[src/rtl/e203_ifu_instr_enc_pkg.sv]
// Shared constants and types for the IFU instruction encoder slice.
// Holds base opcodes, command-kind encodings, the MULDIV funct7 value,
// the packer format selector and the encoder FSM state type.
package e203_ifu_instr_enc_pkg;

  localparam int E203_XLEN        = 32;
  localparam int E203_RFIDX_WIDTH = 5;
  localparam int E203_INSTR_SIZE  = 32;

  // Base opcodes (instr[6:0]) used by the encoder
  localparam logic [6:0] OPC_OP     = 7'b0110011;
  localparam logic [6:0] OPC_OP_IMM = 7'b0010011;
  localparam logic [6:0] OPC_LUI    = 7'b0110111;
  localparam logic [6:0] OPC_JAL    = 7'b1101111;
  localparam logic [6:0] OPC_BRANCH = 7'b1100011;
  localparam logic [6:0] OPC_OP_FP  = 7'b1010011;
  localparam logic [6:0] OPC_MADD   = 7'b1000011;

  // cmd_op encodings
  localparam logic [2:0] CMD_OP     = 3'd0;
  localparam logic [2:0] CMD_MULDIV = 3'd1;
  localparam logic [2:0] CMD_FOP    = 3'd2;
  localparam logic [2:0] CMD_FMADD  = 3'd3;
  localparam logic [2:0] CMD_JAL    = 3'd4;
  localparam logic [2:0] CMD_BXX    = 3'd5;
  localparam logic [2:0] CMD_LI     = 3'd6;
  localparam logic [2:0] CMD_RSVD   = 3'd7;

  localparam logic [6:0] FUNCT7_MULDIV = 7'b0000001;

  // Instruction word layouts understood by the packer
  typedef enum logic [2:0] {
    FMT_R  = 3'd0,
    FMT_R4 = 3'd1,
    FMT_I  = 3'd2,
    FMT_U  = 3'd3,
    FMT_J  = 3'd4,
    FMT_B  = 3'd5
  } fmt_e;

  typedef enum logic {
    ST_IDLE = 1'b0,
    ST_LI2  = 1'b1
  } state_e;

  // True when v is representable as a sign-extended 12-bit immediate
  function automatic logic fits_simm12(input logic [E203_XLEN-1:0] v);
    return (&v[E203_XLEN-1:11]) | (~|v[E203_XLEN-1:11]);
  endfunction

  // Reserved rounding-mode values for FP ops
  function automatic logic rm_reserved(input logic [2:0] rm);
    return (rm == 3'b101) | (rm == 3'b110);
  endfunction

endpackage

[src/rtl/e203_ifu_instr_pack.sv]
// Field-to-word packer for R, R4, I, U, J and B instruction layouts.
// Latency: purely combinational.
// Backpressure: none; output follows inputs.
// Ports: fmt selects layout; opcode/funct3/funct7/rd/rs1/rs2/rs3/imm are
// the raw fields (imm carries the full byte offset / value, unshifted for
// J and B, upper 20 bits in place for U); instr is the packed word.
module e203_ifu_instr_pack
  import e203_ifu_instr_enc_pkg::*;
(
  input  fmt_e                         fmt,
  input  logic [6:0]                   opcode,
  input  logic [2:0]                   funct3,
  input  logic [6:0]                   funct7,
  input  logic [E203_RFIDX_WIDTH-1:0]  rd,
  input  logic [E203_RFIDX_WIDTH-1:0]  rs1,
  input  logic [E203_RFIDX_WIDTH-1:0]  rs2,
  input  logic [E203_RFIDX_WIDTH-1:0]  rs3,
  input  logic [E203_XLEN-1:0]         imm,
  output logic [E203_INSTR_SIZE-1:0]   instr
);

  always_comb begin
    instr = '0;
    unique case (fmt)
      FMT_R:  instr = {funct7, rs2, rs1, funct3, rd, opcode};
      // fmt field fixed to 00 (single precision)
      FMT_R4: instr = {rs3, 2'b00, rs2, rs1, funct3, rd, opcode};
      FMT_I:  instr = {imm[11:0], rs1, funct3, rd, opcode};
      FMT_U:  instr = {imm[31:12], rd, opcode};
      // J layout scatters imm[20:1]; bit 0 is implicit zero
      FMT_J:  instr = {imm[20], imm[10:1], imm[11], imm[19:12], rd, opcode};
      // B layout scatters imm[12:1]; bit 0 is implicit zero
      FMT_B:  instr = {imm[12], imm[10:5], rs2, rs1, funct3,
                       imm[4:1], imm[11], opcode};
      default: instr = '0;
    endcase
  end

endmodule

[src/rtl/e203_ifu_instr_enc.sv]
// Field-level command encoder into RV32IMF words for the IFU IR port; LI
// expands to LUI+ADDI. Latency: word registered, visible 1 cycle after accept.
// Backpressure: cmd_ready = IDLE & (!ir_valid | ir_ready); held in LI2.
// Ports: cmd_* command channel (valid/ready), ir_* word channel
// (valid/ready, ir_last marks final word), err_illegal one-cycle drop
// pulse, emit_cnt wrapping count of consumed words.
module e203_ifu_instr_enc
  import e203_ifu_instr_enc_pkg::*;
#(
  parameter int CNT_W = 16
) (
  input  logic                         clk,
  input  logic                         rst_n,
  input  logic                         cmd_valid,
  output logic                         cmd_ready,
  input  logic [2:0]                   cmd_op,
  input  logic [E203_RFIDX_WIDTH-1:0]  cmd_rd,
  input  logic [E203_RFIDX_WIDTH-1:0]  cmd_rs1,
  input  logic [E203_RFIDX_WIDTH-1:0]  cmd_rs2,
  input  logic [E203_RFIDX_WIDTH-1:0]  cmd_rs3,
  input  logic [2:0]                   cmd_funct3,
  input  logic [6:0]                   cmd_funct7,
  input  logic [E203_XLEN-1:0]         cmd_imm,
  output logic                         ir_valid,
  input  logic                         ir_ready,
  output logic [E203_INSTR_SIZE-1:0]   ir_instr,
  output logic                         ir_last,
  output logic                         err_illegal,
  output logic [CNT_W-1:0]             emit_cnt
);

  localparam logic [CNT_W-1:0] CNT_ONE = CNT_W'(1);

  state_e state, state_nxt;

  logic accept;
  logic consume;

  // First-word field selection
  fmt_e                        w0_fmt;
  logic [6:0]                  w0_opc;
  logic [2:0]                  w0_f3;
  logic [6:0]                  w0_f7;
  logic [E203_RFIDX_WIDTH-1:0] w0_rs1;
  logic [E203_XLEN-1:0]        w0_imm;
  logic                        cmd_illegal;
  logic                        cmd_two;
  logic [E203_XLEN-1:0]        li_sum;

  logic [E203_INSTR_SIZE-1:0]  w0;
  logic [E203_INSTR_SIZE-1:0]  w1;
  logic [E203_INSTR_SIZE-1:0]  li_word;

  assign accept  = cmd_valid & cmd_ready;
  assign consume = ir_valid & ir_ready;

  // Rounding the upper part by +0x800 compensates for ADDI sign-extending lo
  assign li_sum = cmd_imm + 32'h0000_0800;

  always_comb begin
    w0_fmt      = FMT_R;
    w0_opc      = OPC_OP;
    w0_f3       = cmd_funct3;
    w0_f7       = cmd_funct7;
    w0_rs1      = cmd_rs1;
    w0_imm      = cmd_imm;
    cmd_illegal = 1'b0;
    cmd_two     = 1'b0;
    case (cmd_op)
      CMD_OP: begin
        w0_fmt = FMT_R;
        w0_opc = OPC_OP;
      end
      CMD_MULDIV: begin
        w0_fmt = FMT_R;
        w0_opc = OPC_OP;
        w0_f7  = FUNCT7_MULDIV;
      end
      CMD_FOP: begin
        w0_fmt      = FMT_R;
        w0_opc      = OPC_OP_FP;
        cmd_illegal = rm_reserved(cmd_funct3);
      end
      CMD_FMADD: begin
        w0_fmt      = FMT_R4;
        w0_opc      = OPC_MADD;
        cmd_illegal = rm_reserved(cmd_funct3);
      end
      CMD_JAL: begin
        w0_fmt      = FMT_J;
        w0_opc      = OPC_JAL;
        cmd_illegal = cmd_imm[0];
      end
      CMD_BXX: begin
        w0_fmt      = FMT_B;
        w0_opc      = OPC_BRANCH;
        cmd_illegal = cmd_imm[0] | (cmd_funct3 == 3'b010) |
                      (cmd_funct3 == 3'b011);
      end
      CMD_LI: begin
        if (fits_simm12(cmd_imm)) begin
          // ADDI rd, x0, lo
          w0_fmt = FMT_I;
          w0_opc = OPC_OP_IMM;
          w0_f3  = 3'b000;
          w0_rs1 = '0;
        end else begin
          // LUI rd, hi; the ADDI follows only when lo is non-zero
          w0_fmt  = FMT_U;
          w0_opc  = OPC_LUI;
          w0_imm  = {li_sum[E203_XLEN-1:12], 12'h000};
          cmd_two = (cmd_imm[11:0] != 12'h000);
        end
      end
      default: cmd_illegal = 1'b1;
    endcase
  end

  e203_ifu_instr_pack u_pack_w0 (
    .fmt    (w0_fmt),
    .opcode (w0_opc),
    .funct3 (w0_f3),
    .funct7 (w0_f7),
    .rd     (cmd_rd),
    .rs1    (w0_rs1),
    .rs2    (cmd_rs2),
    .rs3    (cmd_rs3),
    .imm    (w0_imm),
    .instr  (w0)
  );

  // Second LI word: ADDI rd, rd, lo
  e203_ifu_instr_pack u_pack_w1 (
    .fmt    (FMT_I),
    .opcode (OPC_OP_IMM),
    .funct3 (3'b000),
    .funct7 (7'b0000000),
    .rd     (cmd_rd),
    .rs1    (cmd_rd),
    .rs2    ({E203_RFIDX_WIDTH{1'b0}}),
    .rs3    ({E203_RFIDX_WIDTH{1'b0}}),
    .imm    (cmd_imm),
    .instr  (w1)
  );

  // FSM: state register
  always_ff @(posedge clk or negedge rst_n) begin
    if (!rst_n) begin
      state <= ST_IDLE;
    end else begin
      state <= state_nxt;
    end
  end

  // FSM: next state
  always_comb begin
    state_nxt = state;
    case (state)
      ST_IDLE: if (accept & ~cmd_illegal & cmd_two) state_nxt = ST_LI2;
      ST_LI2:  if (consume) state_nxt = ST_IDLE;
      default: state_nxt = ST_IDLE;
    endcase
  end

  // FSM: outputs (no path from cmd_valid)
  always_comb begin
    cmd_ready = 1'b0;
    case (state)
      ST_IDLE: cmd_ready = ~ir_valid | ir_ready;
      default: cmd_ready = 1'b0;
    endcase
  end

  // Output register and pending ADDI latch. In IDLE an accept implies the
  // output slot is empty or being consumed, so it may be overwritten.
  always_ff @(posedge clk or negedge rst_n) begin
    if (!rst_n) begin
      ir_valid    <= 1'b0;
      ir_instr    <= '0;
      ir_last     <= 1'b0;
      err_illegal <= 1'b0;
      li_word     <= '0;
    end else begin
      err_illegal <= accept & cmd_illegal;
      if (accept) begin
        if (cmd_illegal) begin
          ir_valid <= 1'b0;
        end else begin
          ir_valid <= 1'b1;
          ir_instr <= w0;
          ir_last  <= ~cmd_two;
          if (cmd_two) li_word <= w1;
        end
      end else if (consume) begin
        if (state == ST_LI2) begin
          ir_instr <= li_word;
          ir_last  <= 1'b1;
        end else begin
          ir_valid <= 1'b0;
        end
      end
    end
  end

  always_ff @(posedge clk or negedge rst_n) begin
    if (!rst_n) begin
      emit_cnt <= '0;
    end else if (consume) begin
      emit_cnt <= emit_cnt + CNT_ONE;
    end
  end

endmodule

[config.mk]
export PLATFORM = sky130hd
export DESIGN_NAME = e203_ifu_instr_enc
export DESIGN_NICKNAME = d
export VERILOG_FILES = /design/src/rtl/e203_ifu_instr_enc_pkg.sv /design/src/rtl/e203_ifu_instr_pack.sv /design/src/rtl/e203_ifu_instr_enc.sv
export SDC_FILE = /design/constraint.sdc
export NUM_CORES = 1
export LEC_CHECK = 0
export BUFFER_PORTS_ARGS = -buffer_cell sky130_fd_sc_hd__buf_2
export CAP_MARGIN = 20
export CORE_MARGIN = 3
export CORE_UTILIZATION = 40
export DETAILED_ROUTE_END_ITERATION = 10
export PLACE_DENSITY = 0.65
export SYNTH_ARGS = -nofsm -noshare
export SYNTH_HDL_FRONTEND = slang
export SYNTH_SLANG_ARGS = --single-unit
[constraint.sdc]
create_clock -name clk -period 2.95 [get_ports clk]
set_input_delay 0.59 -clock clk [delete_from_list [all_inputs] [get_ports clk]]
set_output_delay 0.59 -clock clk [all_outputs]
set_load 0.05 [all_outputs]
# Yosys cells after proc, flatten, opt, wreduce, memory -nomap -nowiden
# Cells that the tools add are included.
word_totals:
  regBits: 77
  in_bits: 69
  out_inout_bits: 52
  wordCells: 84
op_classes:
  eq_ne: 17
  addsub: 2
  bitwise_logic: 14
  reduce_logical: 13
  mux: 31
ops:
  columns: ["cell", "n"]
  rows:
  - ["$mux W32", 6]
  - ["$pmux W32 S6", 1]
  - ["$pmux W7 S5", 1]
  - ["$add A32 B12 Y32 const B", 1]
  - ["$eq A3 B3 Y1 const B", 7]
  - ["$reduce_and A21 Y1", 1]
  - ["$reduce_or A21 Y1", 1]
  - ["$eq A3 B2 Y1 const B", 6]
  - ["$add A16 B1 Y16 const B", 1]
  - ["$mux W1", 14]
  - ["$pmux W3 S4", 1]
  - ["$reduce_bool A12 Y1", 1]
  - ["$mux W5", 2]
  - ["$mux W7", 1]
  - ["$eq A3 B1 Y1 const B", 2]
  - ["$logic_not A3 Y1", 2]
  - ["$mux W3", 2]
  - ["$mux W6", 1]
  - ["$reduce_and A3 Y1", 2]
  - ["$and A1 B1 Y1", 5]
  - ["$or A1 B1 Y1", 5]
  - ["$not A1 Y1", 4]
  - ["$pmux W1 S4", 1]
  - ["$reduce_bool A2 Y1", 2]
  - ["other kinds (7)", 7]

# Depth between registers and ports, before layout
depth:
  depth_word: 9
  ltp_mapped: 10
  depth_no_buf: 8

# By module
# Synthesis repeated with hierarchy kept, for this count alone.
unflattened:
  cells_unflattened: 644
  hier_area_um2: 6441.2
modules_own_cells:
  columns: ["module", "cells_each", "area_each_um2", "seq_area_each_um2", "instances"]
  rows:
  - ["e203_ifu_instr_enc", 388, 4579.4, 2102.0, 1]
  - ["e203_ifu_instr_pack", 128, 930.9, 0.0, 2]

# Worst setup path after synthesis
# Ideal clock, no wire load.
synth_timing:
  path_kind: "register to register"
  start: "register ir_valid"
  end: "register li_word[15]"
  path_buffers: 2
  arrival_ps: 2597
  synth_period_minus_slack_ps: 2722
  setup_ps: 125
  slack_ps: 228
  stages_incl_launch_ff: 8
  required_ps: 2825
  path_cell_list: "dfrtp_1 -> nor2b_1 -> nor2_1 -> and2_1 -> clkbuf_1 -> and3_4 -> buf_6 -> mux2_4"
synth_between:
  elab_chain_cells: 5
synth_lines:
  columns: ["element", "line", "text"]
  rows:
  - ["start, declared", "e203_ifu_instr_enc.sv:24", "output logic ir_valid,"]
  - ["start signal, assigned", "e203_ifu_instr_enc.sv:178", "ir_valid <= 1'b0;"]
  - ["start signal, assigned", "e203_ifu_instr_enc.sv:187", "ir_valid <= 1'b0;"]
  - ["start signal, assigned", "e203_ifu_instr_enc.sv:189", "ir_valid <= 1'b1;"]
  - ["$not A1 Y1", "e203_ifu_instr_enc.sv:169", "ST_IDLE: cmd_ready = ~ir_valid | ir_ready;"]
  - ["$or A1 B1 Y1", "e203_ifu_instr_enc.sv:169", null]
  - ["$mux W1", "e203_ifu_instr_enc.sv:168", "case (state)"]
  - ["via cmd_ready", "e203_ifu_instr_enc.sv:15", "output logic cmd_ready,"]
  - ["$and A1 B1 Y1", "e203_ifu_instr_enc.sv:54", "assign accept = cmd_valid & cmd_ready;"]
  - ["$reduce_and A3 Y1 (no line)", null, null]
  - ["end signal, assigned", "e203_ifu_instr_enc.sv:192", "if (cmd_two) li_word <= w1;"]
  - ["end, declared", "e203_ifu_instr_enc.sv:52", "logic [E203_INSTR_SIZE-1:0] li_word;"]
# The timed path passes the listed nets, and every way through them passes these cells.
# A chain may end at the register's enable or synchronous reset.

# Final worst setup path
layout_timing:
  start: "input cmd_imm[11]"
  end: "register li_word[15]"
layout_between:
  elab_chain_cells: 6
  elab_cells_between_ends: 8
  classes_between: "2 x mux; 1 x bitwise; 5 x reduce/logical"
layout_lines:
  columns: ["element", "line", "text"]
  rows:
  - ["start, declared", "e203_ifu_instr_enc.sv:23", "input logic [E203_XLEN-1:0] cmd_imm,"]
  - ["$reduce_or A21 Y1", "e203_ifu_instr_enc_pkg.sv:48", "return (&v[E203_XLEN-1:11]) | (~|v[E203_XLEN-1:11]);"]
  - ["$logic_not A1 Y1", "e203_ifu_instr_enc_pkg.sv:48", null]
  - ["$or A1 B1 Y1", "e203_ifu_instr_enc_pkg.sv:48", null]
  - ["$mux W1 (*)", "e203_ifu_instr_enc.sv:101", "if (fits_simm12(cmd_imm)) begin"]
  - ["$mux W1 (*)", "e203_ifu_instr_enc.sv:69", "case (cmd_op)"]
  - ["$reduce_and A3 Y1 (no line) (*)", null, null]
# Mark *: on every way between the ends. The rest lies on a longest branch, timed or not.

==> qor.log <==
[status] outcome complete, no violations
[setup_path] Crit path arrival time 2.54 ns
[sta] highest clock frequency the design can meet 430 MHz
[routing] ratio of routed vias to standard cells 5.69
[yosys] library cell with the highest instance count after synthesis sky130_fd_sc_hd__dfrtp_1
[floorplan] y dimension of the die 109 um
[floorplan] initial standard-cell utilization of the core 0.421
[sta] RSZ-0062 raised after global routing false
[global_routing] grt total ovfl 0
[sta] crit share post-route 0.789
[clocking] count of instances resized after the clock tree is built 0
[routing] detailed-router iteration count before antenna repair 5
[yosys] most frequent cells after synthesis sky130_fd_sc_hd__dfrtp_1 (69), sky130_fd_sc_hd__nor2_1 (39), sky130_fd_sc_hd__nand2_1 (37)
[clocking] TritonCTS buffer count 9
[power] total leakage power 2.35 nW
[yosys] Async S/R FF share, synth 1.00
[setup_path] buffering stage count on the worst path with inverters included 2
[setup_path] slowest cell on the critical path sky130_fd_sc_hd__and3_4
[power] Max VDD drop 0.468 mV
[clocking] # hold bufs at CTS 0
[floorplan] number of placement rows 36
[yosys] cell types with the largest area share after synthesis sky130_fd_sc_hd__dfrtp_1 (41%), sky130_fd_sc_hd__mux2_4 (6.1%), sky130_fd_sc_hd__xnor2_1 (4.4%)
[yosys] biggest area consumer among synthesized cells sky130_fd_sc_hd__dfrtp_1
[worst_hold_path] type of the most critical hold path in2async
[placement] last weighted congestion value of the routability-driven placer 0.920
[sta] final hold violations 0
[placement] IO buf count 120
[finish] antenna cell count 0
[global_routing] largest net degree at the start of global routing 70
[yosys] post-synthesis register bit count 69
[yosys] portion of the post-synthesis area used by sequential elements 0.410
[routing] Antenna Nets Post-Route 0
[clocking] CTS tree done
[sta] number of max-slew violations in the final report 0
[yosys] Syn Inst Count 429
[routing] number of vias after detailed routing 3908
[sta] clock skew after layout 0.0104 ns
[sta] slew at the pin closest to its max-slew limit 0.869 ns
[yosys] number of warnings issued by yosys 0
[sta] time the worst path needs with I/O delays and setup 2.33 ns
[power] power density of the placed cells 893 mW/mm^2
[job] number of max-cap violations 0
[finish] Total Nets Final 622
[setup_path] cell-by-cell trace of the critical path buf_2, inv_1, ha_1, nor4b_1, nand3_1, a2bb2o_4, nor2_2, and3_4, mux2_4
[setup_path] maximum fanout count along the critical path 20
[sta] hold slack final 0.433 ns
[finish] fraction of layout instances using a drive strength above 1 0.336
[routing] Wirelength per Cell 18.5 um
[power] total design power 4.54 mW
[finish] final core utilization 0.509
[placement] DP HPWL 9740 um
[routing] remaining design rule violation count 0
[clocking] clock-pin slew of the registers on the worst-case setup and hold paths 0.07 ns
[setup_path] required time at the endpoint of the critical path 3.17 ns
[setup_path] family with the most delay on the worst path simple AND/OR/NAND/NOR gates
[floorplan] Core ar. 0.0100 mm^2
[global_routing] total routing usage reported by global routing 0.221
[finish] fill cell total of the finished layout 1010
[clocking] CTS root buf sky130_fd_sc_hd__clkbuf_8
[setup_path] critical path's largest stage delay 0.48 ns
[yosys] commonest register cell after synthesis sky130_fd_sc_hd__dfrtp_1
[yosys] area fraction of the dominant cell type after synthesis 0.410
[finish] Syn-to-layout area delta 20.8%
[yosys] Mean Syn Cell Area 9.81 um^2
[clocking] Max Root-Sink Buffers 2
[yosys] synthesized netlist net count 501
[setup_path] capturing element type of the critical path flip-flop
[global_routing] initial antenna violation count 0
[clocking] H-tree depth 3
[floorplan] Die Span X 109 um
[global_routing] global-route wire length before repair 20400 um
[setup_path] startpoint type of the worst setup path input pin
[sta] aggregate negative setup slack 0 ns
[clocking] clock sinks 69
[clocking] clock latency on the worst-skew pair 0.34 ns
[yosys] summed instance area of the synthesized netlist 0.00421 mm^2
[setup_path] worst setup path class in2reg
[yosys] post-synthesis cell type count 64
[global_routing] number of global-route vias before repair 3851
[floorplan] count of boundary I/O pins 121
[routing] Detailed Route Iter0 Violations 283
[routing] wire length reported by the detailed router 12700 um
[sta] tightest slew margin relative to the limit 0.421
[floorplan] total die area 0.0118 mm^2
[yosys] number of flops mapped to enable cells by yosys 0
[sta] count of final setup violators 0
[clocking] post-CTS setup buffers 0
==> layer usage <==
layer	routed length [um]	GRT usage	vias up
met3	1030	0.0460	15
met2	5860	0.343	199
met1	5700	0.318	1875
li1	-	-	1819
met5	0	0	-
met4	126	0.0487	0
==> cell families (layout without fill, tap and decap cells) <==
kind of cell	count (synthesis)	after routing	share of synthesized area
AND/OR/NAND/NOR	167	167	0.211
buffers and inverters	37	162	0.0508
adder cells (fa/ha/maj)	3	3	0.00892
flip-flops	69	69	0.410
AO/OA/AOI/OAI	93	93	0.165
multiplexers	28	28	0.0877
XOR/XNOR	32	32	0.0666
==> layout make-up <==
| type | instances | area [um^2] | area share |
|---|---|---|---|
| multi-input combinational | 323 | 2270 | 0.446 |
| inverter | 12 | 45.0 | 0.00885 |
| clock inverter | 4 | 25.0 | 0.00492 |
| clock buffer | 11 | 141 | 0.0278 |
| timing repair buffer | 135 | 713 | 0.140 |
| tap | 133 | 166 | 0.0327 |
| sequential | 69 | 1730 | 0.339 |
==> through the flow <==
stage | setup slack [ns] | cell area [um^2] | instances
floorplan | 0.228 | 4210 | 429
global placement | 0.364 | 4920 | 672
detailed placement | 0.304 | 4920 | 672
CTS | 0.649 | 5090 | 687
global route | 0.413 | 5090 | 687
finish | 0.623 | 5090 | 687
==> cells in the final DEF, fill, tap and decap left out, drive strengths merged, types with 7 or more instances in the layout <==
master  synthesis  final
a21oi          11     11
a221oi         10     10
a31oi           9      9
and3           10     10
buf            15    135
clkbuf         10     11
dfrtp          69     69
inv            12     12
mux2           20     20
mux2i           8      8
nand2          38     38
nand3          24     24
nor2           43     43
nor3            7      7
nor4           13     13
o21ai          23     23
or3             7      7
xnor2          21     21
xor2           11     11
==> path summary, 6_finish.rpt <==
kind / from / end / slack [ns] / cells past startpoint
max: cmd_imm[11] / li_word[15] / 0.62 / 9
min: rst_n / emit_cnt[10] / 0.43 / 2
max reg2reg: ir_valid / ir_instr[28] / 0.63 / 7
min reg2reg: ir_instr[17] / ir_instr[17] / 0.48 / 2
max in group asynchronous: rst_n / ir_instr[23] / 1.93 / 2
min in group clk: ir_instr[17] / ir_instr[17] / 0.48 / 2
==> worst reg2reg max path: cells and delay by family, from the launching register on <==
kind            cells  cell delay [ns]
simple gates        4             1.03
flops               1             0.43
compound gates      2             0.54
buf+inv             1             0.23
==> where the power goes <==
group	internal (mW)	switching [mW]
clock network	0.321	0.348
registers	1.33	0.271
logic	0.688	1.59
total	2.34	2.21
==> flip-flops by register name (all words and copies together) (netlist names) <==
name,flops
emit_cnt,16
li_word,18
err_illegal,1
ir_instr,31
state,1
ir_last,1
ir_valid,1
(Power assumes the default switching activity.)
